### config.mk
export PLATFORM = sky130hd
export DESIGN_NAME = commit_unit
export DESIGN_NICKNAME = d
export VERILOG_FILES = /design/src/rtl/commit_unit.sv
export SDC_FILE = /design/constraint.sdc
export NUM_CORES = 1
export LEC_CHECK = 0
export CAP_MARGIN = 15
export CORE_UTILIZATION = 40
export CTS_BUF_LIST = sky130_fd_sc_hd__clkbuf_4
export CTS_CLUSTER_DIAMETER = 50
export DETAILED_ROUTE_END_ITERATION = 12
export GPL_ROUTABILITY_DRIVEN = 1
export HOLD_SLACK_MARGIN = 0.03
export PLACE_DENSITY = 0.95
export SLEW_MARGIN = 20
export SYNTH_ARGS = -nofsm -noshare
export SYNTH_HDL_FRONTEND = slang
export SYNTH_SLANG_ARGS = --single-unit
### constraint.sdc
create_clock -name clk -period 7.56 [get_ports clk]
set_input_delay 1.512 -clock clk [delete_from_list [all_inputs] [get_ports clk]]
set_output_delay 1.512 -clock clk [all_outputs]
set_load 0.02 [all_outputs]
### src/rtl/commit_unit.sv
// -----------------------------------------------------------------------------
// commit_unit
//
// Writeback/commit stage. Each cycle one execution unit that presents a valid
// result is picked round-robin. Its result becomes a single register-file write,
// or an exception report if the unit flagged an error. The unit then gets a
// one-cycle clear pulse. A flush discards every pending result: the FSM moves to
// DRAIN and pulses clear once to every valid unit until all valids have fallen.
//
// Optional feature macro: COMMIT_STATS_EN
//   Adds the commit_count and error_count 32-bit statistics outputs.
//
// Ports:
//   clk           rising-edge clock
//   rst           synchronous active-high reset
//   unit_res      per-unit result, unit i at [i*XLEN +: XLEN]
//   unit_rd       per-unit destination register, unit i at [i*REG_ADDR_W +: REG_ADDR_W]
//   unit_valid    per-unit result-valid, held until cleared
//   unit_error    per-unit error flag accompanying the result
//   unit_clear    one-cycle acknowledge back to each unit
//   flush         discard every pending result
//   wr_en         register-file write strobe
//   wr_addr       register-file write address
//   wr_data       register-file write data
//   exc_valid     one-cycle error report
//   exc_unit      index of the erroring unit
//   exc_rd        destination of the erroring result
//   commit_count  (COMMIT_STATS_EN) number of wr_en cycles, wraps at 2^32
//   error_count   (COMMIT_STATS_EN) number of exc_valid cycles, wraps at 2^32
//   draining      high while in the DRAIN state
// -----------------------------------------------------------------------------

package core_config_pkg;
  localparam int XLEN       = 32;
  localparam int REG_ADDR_W = 5;
endpackage

module commit_unit #(
  parameter int NUM_UNITS  = 4,
  parameter int XLEN       = core_config_pkg::XLEN,
  parameter int REG_ADDR_W = core_config_pkg::REG_ADDR_W
) (
  input  logic                            clk,
  input  logic                            rst,
  input  logic [NUM_UNITS*XLEN-1:0]       unit_res,
  input  logic [NUM_UNITS*REG_ADDR_W-1:0] unit_rd,
  input  logic [NUM_UNITS-1:0]            unit_valid,
  input  logic [NUM_UNITS-1:0]            unit_error,
  output logic [NUM_UNITS-1:0]            unit_clear,
  input  logic                            flush,
  output logic                            wr_en,
  output logic [REG_ADDR_W-1:0]           wr_addr,
  output logic [XLEN-1:0]                 wr_data,
  output logic                            exc_valid,
  output logic [2:0]                      exc_unit,
  output logic [REG_ADDR_W-1:0]           exc_rd,
`ifdef COMMIT_STATS_EN
  output logic [31:0]                     commit_count,
  output logic [31:0]                     error_count,
`endif
  output logic                            draining
);

  typedef enum logic {
    RUN   = 1'b0,
    DRAIN = 1'b1
  } state_e;

  localparam logic [2:0] LAST_IDX = 3'(NUM_UNITS - 1);
  localparam logic [3:0] NUM_U4   = 4'(NUM_UNITS);

  state_e                r_state;
  logic [2:0]            r_rr_ptr;
  logic [NUM_UNITS-1:0]  r_unit_clear;
  logic                  r_wr_en;
  logic [REG_ADDR_W-1:0] r_wr_addr;
  logic [XLEN-1:0]       r_wr_data;
  logic                  r_exc_valid;
  logic [2:0]            r_exc_unit;
  logic [REG_ADDR_W-1:0] r_exc_rd;
  logic                  r_draining;

  // Per-unit views padded to 8 entries so a 3-bit grant index always fits.
  logic [7:0]            w_elig;
  logic [7:0]            w_err;
  logic [REG_ADDR_W-1:0] w_rd_arr  [8];
  logic [XLEN-1:0]       w_res_arr [8];

  logic                  w_found;
  logic [2:0]            w_grant;
  logic [NUM_UNITS-1:0]  w_grant_onehot;

  // A unit whose clear is high this cycle still shows valid (it drops valid one
  // cycle later), so it is masked out to avoid committing the same result twice.
  // NOTE: every signal written in an always_comb gets a default first, so no
  // path through the block can leave it unassigned and infer a latch.
  always_comb begin
    w_elig = '0;
    w_err  = '0;
    for (int i = 0; i < 8; i++) begin
      w_rd_arr[i]  = '0;
      w_res_arr[i] = '0;
    end
    for (int i = 0; i < NUM_UNITS; i++) begin
      w_elig[i]    = unit_valid[i] & ~r_unit_clear[i];
      w_err[i]     = unit_error[i];
      w_rd_arr[i]  = unit_rd[i*REG_ADDR_W +: REG_ADDR_W];
      w_res_arr[i] = unit_res[i*XLEN +: XLEN];
    end
  end

  // Round-robin search: first eligible index at or after r_rr_ptr, wrapping.
  always_comb begin
    logic [3:0] idx;
    idx     = '0;
    w_found = 1'b0;
    w_grant = '0;
    for (int k = 0; k < NUM_UNITS; k++) begin
      idx = {1'b0, r_rr_ptr} + 4'(k);
      if (idx >= NUM_U4) begin
        idx = idx - NUM_U4;
      end
      if (!w_found && w_elig[idx[2:0]]) begin
        w_found = 1'b1;
        w_grant = idx[2:0];
      end
    end
  end

  always_comb begin
    w_grant_onehot = '0;
    for (int i = 0; i < NUM_UNITS; i++) begin
      if (w_found && (3'(i) == w_grant)) begin
        w_grant_onehot[i] = 1'b1;
      end
    end
  end

  // FSM with registered outputs. Pulse-type outputs default to 0 each cycle and
  // are overridden below only where a commit, exception or drain clear occurs.
  // NOTE: sequential state uses non-blocking assignments so all registers update
  // together from the values of the previous cycle, independent of statement order.
  always_ff @(posedge clk) begin
    if (rst) begin
      r_state      <= RUN;
      r_rr_ptr     <= '0;
      r_unit_clear <= '0;
      r_wr_en      <= 1'b0;
      r_wr_addr    <= '0;
      r_wr_data    <= '0;
      r_exc_valid  <= 1'b0;
      r_exc_unit   <= '0;
      r_exc_rd     <= '0;
      r_draining   <= 1'b0;
    end else begin
      r_unit_clear <= '0;
      r_wr_en      <= 1'b0;
      r_wr_addr    <= '0;
      r_wr_data    <= '0;
      r_exc_valid  <= 1'b0;
      r_exc_unit   <= '0;
      r_exc_rd     <= '0;

      case (r_state)
        RUN: begin
          if (flush) begin
            // Flush wins over any valid result: nothing is granted this cycle.
            r_state    <= DRAIN;
            r_draining <= 1'b1;
          end else if (w_found) begin
            r_unit_clear <= w_grant_onehot;
            r_rr_ptr     <= (w_grant == LAST_IDX) ? 3'd0 : w_grant + 3'd1;
            if (w_err[w_grant]) begin
              r_exc_valid <= 1'b1;
              r_exc_unit  <= w_grant;
              r_exc_rd    <= w_rd_arr[w_grant];
            end else if (w_rd_arr[w_grant] != '0) begin
              // Writes to x0 are dropped; the result is still acknowledged.
              r_wr_en   <= 1'b1;
              r_wr_addr <= w_rd_arr[w_grant];
              r_wr_data <= w_res_arr[w_grant];
            end
          end
        end

        DRAIN: begin
          // Pulse every valid unit once; a unit cleared last cycle still shows
          // valid for one more cycle and must not be pulsed again.
          r_unit_clear <= unit_valid & ~r_unit_clear;
          if ((unit_valid == '0) && !flush) begin
            r_state    <= RUN;
            r_draining <= 1'b0;
            r_rr_ptr   <= '0;
          end
        end

        default: begin
          r_state    <= RUN;
          r_draining <= 1'b0;
        end
      endcase
    end
  end

  assign unit_clear = r_unit_clear;
  assign wr_en      = r_wr_en;
  assign wr_addr    = r_wr_addr;
  assign wr_data    = r_wr_data;
  assign exc_valid  = r_exc_valid;
  assign exc_unit   = r_exc_unit;
  assign exc_rd     = r_exc_rd;
  assign draining   = r_draining;

`ifdef COMMIT_STATS_EN
  logic [31:0] r_commit_count;
  logic [31:0] r_error_count;

  // Counts cycles in which the registered strobes are high; wraps naturally.
  always_ff @(posedge clk) begin
    if (rst) begin
      r_commit_count <= '0;
      r_error_count  <= '0;
    end else begin
      if (r_wr_en) begin
        r_commit_count <= r_commit_count + 32'd1;
      end
      if (r_exc_valid) begin
        r_error_count <= r_error_count + 32'd1;
      end
    end
  end

  assign commit_count = r_commit_count;
  assign error_count  = r_error_count;
`endif

endmodule

==> out/metrics.cfg, run 1 <==
[floorplanning]
ios = 211
die_area_sq_um = 8312
num_rows = 32
fp.coreArea_sq_um = 7727
die_y_um = 91.17
start_util = 0.4116
fp.dieW_um = 91.17

[setup_path]
r2r-start = r_rr_ptr[0]$_SDFFE_PP0P_
cp_max_fo = 25
cp-end-kind = flip-flop
slowest_stage = o41ai_4
arrival_ns = 6.56
slowest_delay_ns = 0.88
crit_required_ns = 7.80
path_cells = clkdlybuf4s50_1, and3b_1, o221ai_1, a211oi_1, a211o_1, clkinv_2, mux2i_1, mux2i_1, o41ai_4, buf_4, a211oi_1
r2r_setup_slack_ns = 1.72
crit_start = unit_valid[1]
critical_path_class = in -> reg
startpoint_type = input pin

[global_routing]
use_met2 = 0.4899
overflow = 0
grt_pass1_vias = 3507
met3_usage = 0.05528
use_met1 = 0.2769
grt_pass1_wl_um = 16950
grt_max_degree = 53
antenna_found_initial = 0
grt_busiest_layer = met2
grt.total_usage = 0.2560

[synthesis]
yosysWarnings = 0
synth_flop_cell = dfxtp_1
synth_largest_area_cell = dfxtp_1
synth_nets = 537
synthArstFlopShare = 0
syn_area_per_cell_sq_um = 8.550
synth-seq-area-share = 0.3525
synth.cell_area_sq_um = 3181
synth.most_common_cell = nand2_1
synth_cell_types = 47
synth-seq-cells = 56
synth-edff-count = 0
synth_area_leaders = dfxtp_1 (35%), mux2i_1 (13%), nand2_1 (8.6%)
syn-instance-count = 372
synth_top_cell_area_share = 0.3525
synth_common_cells = nand2_1 (73), dfxtp_1 (56), mux2i_1 (42)

[clocking]
h-tree-depth = 2
ctsHoldBuffers = 0
root_buffer = clkbuf_4
postCtsSetupBuffers = 0
cts_tree = built
clkSinkCount = 56
cts_buffers = 5
cts.clk_slew.worst_paths_ns = 0.15
ctsResizeCount = 0
clk_latency_ns = 0.37
clk_path_buf_depth = 2

[power]
pwr_density_cell_nw_per_um2 = 226.9
peakVddDrop_mv = 0.1344
p_leak_nw = 2.280

[sta]
rsz0062_at_grt = false
tns_ns = 0
fin_worst_skew_ns = 0.01940
min_period_ns = 6.315
slew_headroom = 0.3766
maxSlewViolCount = 0
finalHoldViolations = 0
setup_ws_ns = 1.245
worst_pin_slew_ns = 0.9296
fin_crit_sh = 0.8353
fmax_mhz = 158.4
setup_violations = 0

[drt]
vias = 3614
ant_nets = 0
first_pass_iters = 4
viasPerCell = 5.370
routed_wl_um = 10810
drtIter0Drc = 107
wl_per_cell_um = 16.06
drc = 0

[final_layout]
multiInputGateArea_sq_um = 1906
fin_nets = 736
antenna_cells = 0
area_delta_synth_final_pct = 69.83
drive_gt1_frac = 0.05079
num-fill-cells = 599
ff_latch_area_sq_um = 1121
stdcell_count = 673

[hold_path]
hold_class = reg -> reg
hp-start = draining$_SDFFE_PP0P_

[placement]
place_congestion = 0.9044
portBuffers = 210
dp_hpwl_um = 8584
dp.cells = 666
dp_slack_ns = 0.8620

[outcome]
status = finished, final reports clean

[job]
cap_violations = 0

-- metal layers --
metal / part of all wire / routed length (um) / vias to the layer above
li1: - / - / 1746
met4: 0.021 / 224 / 0
met3: 0.076 / 824 / 21
met2: 0.52 / 5621 / 176
met1: 0.38 / 4137 / 1671
met5: 0 / 0 / -
-- area by class of cell --
type                    count  area share
clock buffers               6    0.008339
clock inverters             1   0.0009266
inverters                  13    0.009266
multi-input cells         279      0.3528
flip-flops and latches     56      0.2076
well taps                 102     0.02363
repair buffers            216      0.3975
-- critical path: cells and delay by family --
family | cells | cell delay, ns
compound gates | 5 | 2.72
buf+inv | 3 | 1.57
mux | 2 | 0.53
simple gates | 1 | 0.18
-- worst paths after layout --
check / to / depth (start not counted)
setup / recovery: wr_data[10]$_SDFF_PP0_ / 11
hold / removal: draining$_SDFFE_PP0P_ / 2
setup reg to reg: wr_data[10]$_SDFF_PP0_ / 12
hold reg to reg: draining$_SDFFE_PP0P_ / 2
-- report_power, final --
part | internal [mW] | switching (mW) | leakage [nW]
logic | 0.347 | 0.405 | 1.79
clock network | 0.0382 | 0.0875 | 0.0315
registers | 0.330 | 0.0182 | 0.455
-- cell usage in the layout (no fill, tap or decap), types with 2 or more instances in the layout --
cell type and n:
o21ai_0 3, or2_2 2, clkdlybuf4s50_1 210, nor2_1 17, clkbuf_4 6, clkinv_2 2
nor2b_1 3, nand2b_1 5, a21oi_1 6, a211o_1 3, a22o_1 2, buf_4 6
a211oi_1 35, and3b_1 4, nand3b_1 2, a221oi_1 3, inv_2 2, o31ai_1 2
nor3_1 2, inv_1 10, ha_1 6, nand2_1 73, dfxtp_1 56, mux2i_1 42
nor3b_1 4, or4_1 3, a2111oi_0 9, and3_1 32, mux2_2 3
-- stage by stage --
stage | hold WS, ns | area (sq um) | util | total power [mW]
final | 0.5242 | 5401 | 0.6990 | 1.226
after global routing | 0.5624 | 5401 | 0.6990 | 1.309
after CTS | 0.5337 | 5401 | 0.6990 | 1.234
after detailed placement | 0.5112 | 5351 | 0.6925 | 1.106
after global placement | 0.5039 | 5351 | 0.6925 | 1.085
after floorplan | 0.5274 | 3181 | - | 0.8527
-- logic make-up after synthesis --
kind of cell,after synthesis,synth area share
flops,56,0.3525
fa+ha+maj,6,0.02360
other cells,1,0.001179
simple gates,153,0.2404
mux,46,0.1499
compound gates,73,0.1841
buf+inv,37,0.04839
-- flip-flops by register name, indices dropped and copies added, names as in the netlist --
register,count
exc_rd,5
r_state,1
r_rr_ptr,3
unit_clear,4
exc_unit,3
draining,1
wr_en,1
exc_valid,1
wr_data,32
wr_addr,5
Note: power is estimated with default switching activity, not from simulation.
==> run 2, diff against run 1 <==
Settings changed: CORE_UTILIZATION 40 to 37, PLACE_DENSITY 0.95 to 0.9.
Clock period 7.56 ns to 5.95 ns, I/O delays scaled along.
==> out/metrics.cfg, run 2 (synthesis gave the netlist of run 1 again) <==
[outcome]
status = finished, final reports clean  ; unchanged

[sta]
rsz0062_at_grt = false  ; unchanged
whs_ns = 0.5306  ; was 0.5242 ns
tns_ns = 0  ; unchanged
maxSlewViolCount = 0  ; unchanged
slew_headroom = 0.4145  ; was 0.3766
setup_ws_ns = 1.213  ; was 1.245 ns
fin_crit_sh = 0.7961
fmax_mhz = 211.1
fin_worst_skew_ns = 0.01885  ; was 0.01940 ns
setup_violations = 0  ; unchanged
min_period_ns = 4.737
finalHoldViolations = 0  ; unchanged
worst_pin_slew_ns = 0.8730  ; was 0.9296 ns

[drt]
wl_per_cell_um = 16.05  ; was 16.06 um
drtIter0Drc = 95  ; was 107
vias = 3563  ; was 3,614
first_pass_iters = 4  ; unchanged
drc = 0  ; unchanged
routed_wl_um = 10880  ; was 10,810 um
viasPerCell = 5.255  ; was 5.370
ant_nets = 0  ; unchanged

[power]
p_leak_nw = 2.278  ; was 2.280 nW
peakVddDrop_mv = 0.1747  ; was 0.1344 mV
p_switching_mw = 0.6540  ; was 0.5106 mW
pwr_density_cell_nw_per_um2 = 288.6  ; was 226.9 nW/um^2
seqPwrFrac = 0.284  ; about the same
power.total_mw = 1.563  ; was 1.226 mW
p_sw_frac = 0.4183  ; was 0.4166
p_int_mw = 0.9094  ; was 0.7150 mW
power.share.clock = 0.104  ; was 0.103
pwr-share-comb = 0.613  ; about the same

[hold_path]
hold_path_depth = 2  ; unchanged
hold_class = reg -> reg  ; unchanged

[final_layout]
area_delta_synth_final_pct = 70.34  ; was 69.83%
largest_reg_flops = 32  ; unchanged
final_common_cell = clkdlybuf4s50_1  ; unchanged
antenna_cells = 0  ; unchanged
drive_gt1_frac = 0.05236  ; was 0.05079
design_area_sq_um = 5418  ; was 5401 sq um
stdcell_count = 678  ; was 673
num-fill-cells = 654  ; was 599
fin_nets = 737  ; was 736
mostFrequentLayoutCells = clkdlybuf4s50_1 (210), nand2_1 (73), dfxtp_1 (56)  ; unchanged
utilization = 0.6561  ; was 0.6990

[global_routing]
overflow = 0  ; unchanged
grt_pass1_wl_um = 15800  ; was 16,950 um
grt_max_degree = 65  ; was 53
grt_pass1_vias = 3321  ; was 3,507
antenna_found_initial = 0  ; unchanged
grt.total_usage = 0.2280  ; was 0.2560

[floorplanning]
fp.dieW_um = 94.72  ; was 91.17 um
die_area_sq_um = 8971  ; was 8312 sq um
num_rows = 33  ; was 32
ios = 211  ; unchanged
start_util = 0.3852  ; was 0.4116
fp.coreArea_sq_um = 8258  ; was 7727 sq um
die_y_um = 94.72  ; was 91.17 um

[placement]
place_area_sq_um = 5361  ; was 5351 sq um
dp_slack_ns = 0.8536  ; was 0.8620 ns
dp_hpwl_um = 8558  ; was 8584 um
place_congestion = 0.9131  ; was 0.9044
portBuffers = 210  ; unchanged
dp.cells = 670  ; was 666

[clocking]
root_buffer = clkbuf_4  ; unchanged
clk_latency_ns = 0.37  ; about the same
ctsResizeCount = 0  ; unchanged
clk_path_buf_depth = 2  ; unchanged
cts_buffers = 5  ; unchanged
cts.clk_slew.worst_paths_ns = 0.15  ; about the same
postCtsSetupBuffers = 0  ; unchanged
ctsHoldBuffers = 0  ; unchanged
h-tree-depth = 2  ; unchanged
clkSinkCount = 56  ; unchanged
cts_tree = built  ; unchanged

[setup_path]
arrival_ns = 4.98  ; was 6.56 ns
r2r_cells = 11  ; was 12
cp-end-kind = flip-flop  ; unchanged
startpoint_type = input pin  ; unchanged
cp_max_fo = 32  ; was 25
crit_required_ns = 6.19  ; was 7.80 ns
critical_path_class = in -> reg  ; unchanged

[job]
cap_violations = 0  ; unchanged

## run 2: cell types whose count changed in the layout (fill, tap and decap cells not counted)
| cell | delta |
|---|---|
| clkinv_2 | -2 |
| buf_4 | +1 |
| clkinvlp_4 | +2 |
| clkbuf_4 | -1 |
| clkinv_1 | +1 |
| inv_2 | +1 |
## run 2: area by class of cell
| class | count | area [sq um] | share of cell area |
|---|---|---|---|
| Inverter | 13 | 48.80 | 0.009007 |
| Tap cell | 105 | 131.4 | 0.02425 |
| Timing Repair Buffer | 217 | 2155 | 0.3977 |
| Clock inverter | 3 | 18.77 | 0.003464 |
| Clock buffer | 5 | 37.54 | 0.006928 |
| Multi-Input combinational cell | 279 | 1906 | 0.3517 |
| Sequential cell | 56 | 1121 | 0.2069 |
## run 2: path summary, 6_finish.rpt
path,from,slack (ns),to
setup / recovery,unit_valid[2],1.21,wr_data[30]$_SDFF_PP0_
hold / removal,draining$_SDFFE_PP0P_,0.53,draining$_SDFFE_PP0P_
setup reg to reg,r_rr_ptr[0]$_SDFFE_PP0P_,1.34,wr_data[30]$_SDFF_PP0_
hold reg to reg,draining$_SDFFE_PP0P_,0.53,draining$_SDFFE_PP0P_
## run 2: power groups by stage
stage          combinational [mW]  clock [mW]  sequential [mW]
2_1_floorplan               0.587           0            0.496
3_3_place_gp                0.933           0            0.451
3_5_place_dp                0.957           0            0.452
4_1_cts                     0.959       0.171            0.443
5_1_grt                      1.03       0.189            0.448
6_report                    0.958       0.162            0.443
## run 2: layer usage
metal  track usage  wire, um  vias to the layer above
met3       0.06763      1012                       20
met4       0.07702       250                        0
met5             0         0                        -
li1              -         -                     1752
met1        0.2425      4045                     1614
met2        0.4245      5570                      177
## run 2: worst max-delay path, cell delays in order
cell and delay (ns):
clkdlybuf4s50_1 0.52, nor3b_1 0.23, o211ai_1 0.15, a211oi_1 0.79, a211o_1 0.31, nand2_1 0.55, mux2i_1 0.33, o41ai_4 0.40
buf_4 0.40, a211oi_1 0.10
